**src/rtl/mode4_addertree_feeder.sv**
```systemverilog
// Mode-4 adder-tree feeder: packs a serial element stream into 4-lane groups, padding short tails with +0.0.
// Optional macro FEEDER_GROUP_CNT_EN adds a per-vector group counter output (group_cnt).
module mode4_addertree_feeder #(
    parameter int                   DATAWIDTH = 16,
    parameter int                   LANES     = 4,
    parameter logic [DATAWIDTH-1:0] PAD_VALUE = '0
) (
    input  logic                 clk,
    input  logic                 resetn,
    input  logic                 in_valid,
    input  logic [DATAWIDTH-1:0] in_data,
    input  logic                 in_last,
    output logic                 in_ready,
    output logic                 out_valid,
    input  logic                 out_ready,
    output logic [DATAWIDTH-1:0] outp0,
    output logic [DATAWIDTH-1:0] outp1,
    output logic [DATAWIDTH-1:0] outp2,
    output logic [DATAWIDTH-1:0] outp3,
    output logic                 out_last,
    output logic [2:0]           out_count
`ifdef FEEDER_GROUP_CNT_EN
    ,
    output logic [15:0]          group_cnt
`endif
);

    typedef enum logic {
        FILL = 1'b0,
        HOLD = 1'b1
    } state_t;

    state_t               state_q, state_d;
    logic [1:0]           idx_q, idx_d;
    logic [DATAWIDTH-1:0] lane_q [LANES];
    logic [DATAWIDTH-1:0] lane_d [LANES];
    logic                 last_q, last_d;
    logic [2:0]           count_q, count_d;

    // Lanes beyond the accepted element are padded on the same edge that closes the group.
    always_comb begin
        state_d = state_q;
        idx_d   = idx_q;
        lane_d  = lane_q;
        last_d  = last_q;
        count_d = count_q;
        case (state_q)
            FILL: begin
                if (in_valid) begin
                    lane_d[idx_q] = in_data;
                    if (idx_q == 2'(LANES - 1) || in_last) begin
                        state_d = HOLD;
                        for (int i = 0; i < LANES; i++) begin
                            if (i > int'(idx_q)) begin
                                lane_d[i] = PAD_VALUE;
                            end
                        end
                        count_d = {1'b0, idx_q} + 3'd1;
                        last_d  = in_last;
                        idx_d   = '0;
                    end else begin
                        idx_d = idx_q + 2'd1;
                    end
                end
            end
            HOLD: begin
                if (out_ready) begin
                    state_d = FILL;
                    for (int i = 0; i < LANES; i++) begin
                        lane_d[i] = PAD_VALUE;
                    end
                    last_d  = 1'b0;
                    count_d = 3'd0;
                end
            end
            default: begin
                state_d = FILL;
            end
        endcase
    end

    always_ff @(posedge clk) begin
        if (!resetn) begin
            state_q <= FILL;
            idx_q   <= '0;
            last_q  <= 1'b0;
            count_q <= 3'd0;
            for (int i = 0; i < LANES; i++) begin
                lane_q[i] <= PAD_VALUE;
            end
        end else begin
            state_q <= state_d;
            idx_q   <= idx_d;
            last_q  <= last_d;
            count_q <= count_d;
            for (int i = 0; i < LANES; i++) begin
                lane_q[i] <= lane_d[i];
            end
        end
    end

`ifdef FEEDER_GROUP_CNT_EN
    logic [15:0] grpcnt_q, grpcnt_d;

    // Restarts on the final group of a vector so the count is per vector.
    always_comb begin
        grpcnt_d = grpcnt_q;
        if (state_q == HOLD && out_ready) begin
            grpcnt_d = last_q ? 16'd0 : grpcnt_q + 16'd1;
        end
    end

    always_ff @(posedge clk) begin
        if (!resetn) begin
            grpcnt_q <= 16'd0;
        end else begin
            grpcnt_q <= grpcnt_d;
        end
    end

    assign group_cnt = grpcnt_q;
`endif

    assign in_ready  = (state_q == FILL);
    assign out_valid = (state_q == HOLD);
    assign outp0     = lane_q[0];
    assign outp1     = lane_q[1];
    assign outp2     = lane_q[2];
    assign outp3     = lane_q[3];
    assign out_last  = last_q;
    assign out_count = count_q;

endmodule

```
**config.mk**
```make
export PLATFORM = sky130hd
export DESIGN_NAME = mode4_addertree_feeder
export DESIGN_NICKNAME = d
export VERILOG_FILES = /design/src/rtl/mode4_addertree_feeder.sv
export SDC_FILE = /design/constraint.sdc
export NUM_CORES = 1
export LEC_CHECK = 0
export ABC_AREA = 1
export ABC_CLOCK_PERIOD_IN_PS = 2300
export CAP_MARGIN = 10
export CORE_MARGIN = 2
export CORE_UTILIZATION = 48
export DETAILED_ROUTE_END_ITERATION = 8
export PLACE_DENSITY = 0.8
export RECOVER_POWER = 50
export SLEW_MARGIN = 0
export SYNTH_ARGS = -nofsm -noshare
export SYNTH_HDL_FRONTEND = slang
export SYNTH_SLANG_ARGS = --single-unit
```
**constraint.sdc**
```tcl
create_clock -name clk -period 2.3 [get_ports clk]
set_clock_uncertainty 0.1 [all_clocks]
set_input_delay 0.46 -clock clk [delete_from_list [all_inputs] [get_ports clk]]
set_output_delay 0.46 -clock clk [all_outputs]
set_load 0.005 [all_outputs]
```
==> qor.csv <==
metric,value,unit
initialDrtViolationCount,252,
synthCells,478,
cp_data_arrival_time,2120,ps
cp_num_buf_inv,2,
diodes,0,
gp_congestion,0.832,
synth_seq_area_share,42.3,%
start_util,49.4,%
io_buffers,90,
pin_count,91,
post_drt_via_cell_ratio,5.14,
drive_above_1_share,5.66,%
wl_per_cell,13.7,um
place_ws,222,ps
setup_tns,0,ps
avgSynthCellArea,7.03,sq um
worstMarginPinSlew,724,ps
cap_violations,0,
ir_drop,0.497,mV
finalNonFillerCells,661,
post_cts_buffers,0,
gr-usage-met1,34.9,%
min_path_type,reg2reg,
ys_seq_elements,71,
cts_made_buffers,9,
syn_area,3360,sq um
grt_max_degree,35,
period_needed,1950,ps
fin_nets,587,
slew_violations,0,
die_x,87.6,um
grt_use_met2,35.2,%
grt.overflow.total,0,
via_count,3399,
cpLargestDelayFamily,buffers and inverters,
synthToLayoutAreaGrowth,32.9,%
grt_pass1_vias,3034,
cts_tree,built,
hpwl,6.46,mm
clockBufferDepth,2,
relSlewSlack,51.7,%
fmax,514,MHz
crit_path_end_kind,flop,
status,"finished, final reports clean",
postLayoutCellArea,4460,sq um
rows,30,
cp.required,2470,ps
coreArea,6790,sq um
cts_sinks,71,
placed_area,4290,sq um
synth_nets,505,
worst-setup-path-type,in2reg,
finalWirelength,9.04,mm
ant_nets,0,
powerDensity,620,nW/um^2
cp_cell_sequence,"dlygate4sd3_1, nand2_1, nand2_8, inv_4, nand2_1, a21oi_1",
cts.root.buffer_cell,clkbuf_8,
dieArea,7680,sq um
busiest_layer,met2,
post-route-util,65.7,%
ys_types,22,
rsz0062_at_grt,false,
grt_usage,24.3,%
yosysWarningCount,0,
cp_max_fo,34,
drt_first_pass_iters,5,
setup_violations,0,
dp_cells,645,
hold_viol,0,
gr-usage-met3,5.00,%
period_share,84.6,%
critPathMaxStageDelay,620,ps
cts.clk_slew.worst_paths,70,ps
p_leak,1.85,nW
htree_levels,3,
hold_buffers,0,
drc,0,
critPathSlowestCell,dlygate4sd3_1,
die_h,87.6,um
insertion_delay,340,ps
crit_path_start_kind,input pin,
timing.critical_path.mode_cell,nand2_1,
grt_pass1_wl,14.7,mm
setup_slack,354,ps
post_cts_resized,0,
antenna_found_initial,0,
-- metal layers --
layer  wire length [um]  share of wire (%)  up-vias
met2               4030                 45      153
met3                640                7.1       16
met5                  0                  0        -
met1               4190                 46     1533
met4                176                1.9        0
li1                   -                  -     1697
-- where the power goes --
group	total, W	leakage [nW]	internal, W	switching [W]
combinational	0.000465	1.17	0.000198	0.000267
sequential	0.00131	0.577	0.00128	0.0000294
clock	0.000997	0.0981	0.000524	0.000473
total	0.00277	1.85	0.00200	0.000769
-- through the flow --
step	power [W]	hold WS, ps
2_1_floorplan	0.00163	357
3_3_place_gp	0.00181	353
3_5_place_dp	0.00181	360
4_1_cts	0.00279	370
5_1_grt	0.00290	392
6_report	0.00277	367
-- sequential cells by signal (all words and copies together) (netlist names) --
| name | cells |
|---|---|
| outp3 | 16 |
| out_last | 1 |
| idx_q | 2 |
| out_valid | 1 |
| out_count | 3 |
| outp1 | 16 |
| outp2 | 16 |
| outp0 | 16 |
-- layout make-up --
class / count / area (sq um)
Sequential cell: 71 / 1420
Clock inverter: 6 / 60.1
Clock buffer: 10 / 138
Timing Repair Buffer: 99 / 977
Inverter: 31 / 121
Fill cell: 604 / 2330
Multi-Input combinational cell: 348 / 1630
Tap cell: 96 / 120
-- kinds of logic (layout without fill, tap and decap cells) --
| group | after synthesis | after routing | synth area share, % |
|---|---|---|---|
| adders and majority gates | 6 | 6 | 2.24 |
| and+or+nand+nor | 256 | 256 | 33.4 |
| buffers and inverters | 59 | 146 | 8.72 |
| AOI/OAI and AO/OA | 86 | 86 | 13.3 |
| DFF | 71 | 71 | 42.3 |
-- worst reg2reg max path: stages, from the launching register on --
cell	delay [ps]
dfxtp_1	450
inv_1	140
ha_1	300
nand2_1	430
nand3b_1	140
nand2_1	80
nor2_1	40
-- layout by cell type (no fill, tap or decap) --
| master | synthesis | layout |
|---|---|---|
| nand2_8 | 1 | 1 |
| dfxtp_1 | 71 | 71 |
| bufinv_16 | 0 | 1 |
| clkdlybuf4s50_1 | 0 | 53 |
| clkinvlp_4 | 0 | 2 |
| nand2_1 | 113 | 116 |
| inv_2 | 1 | 1 |
| ha_1 | 6 | 6 |
| dlygate4sd3_1 | 0 | 37 |
| nand3b_1 | 14 | 14 |
| clkinv_2 | 0 | 3 |
| o21ai_4 | 1 | 1 |
| a21oi_1 | 66 | 66 |
| clkbuf_8 | 0 | 10 |
| nand4_1 | 2 | 2 |
| o21bai_2 | 1 | 1 |
| nor2_1 | 85 | 85 |
| buf_12 | 0 | 1 |
| nand3_1 | 36 | 36 |
| inv_4 | 2 | 2 |
| nor2_8 | 1 | 1 |
| nand2_4 | 3 | 1 |
| o21ai_0 | 18 | 18 |
| buf_4 | 3 | 7 |
| inv_1 | 28 | 28 |
| clkbuf_1 | 11 | 1 |
-- cells in the mapped netlist (all sizes together) --
cell	number	share of area [%]
nand4	2	0.37
nand3b	14	3.1
nand3	36	5.4
nor2	86	10
buf	17	3.9
a21oi	66	9.8
o21bai	1	0.34
inv	31	3.6
ha	6	2.2
dfxtp	71	42
o21ai	19	3.2
nand2	118	14
clkbuf	11	1.2
-- final timing paths --
kind         slack [ps]         start  depth (start not counted)            to
max                 350      in_valid                          6     outp2[11]
min                 370  out_count[2]                          2  out_count[2]
max reg2reg         530      idx_q[0]                          6     outp0[10]
min reg2reg         370  out_count[2]                          2  out_count[2]
Power figures use the tool's default switching activity.
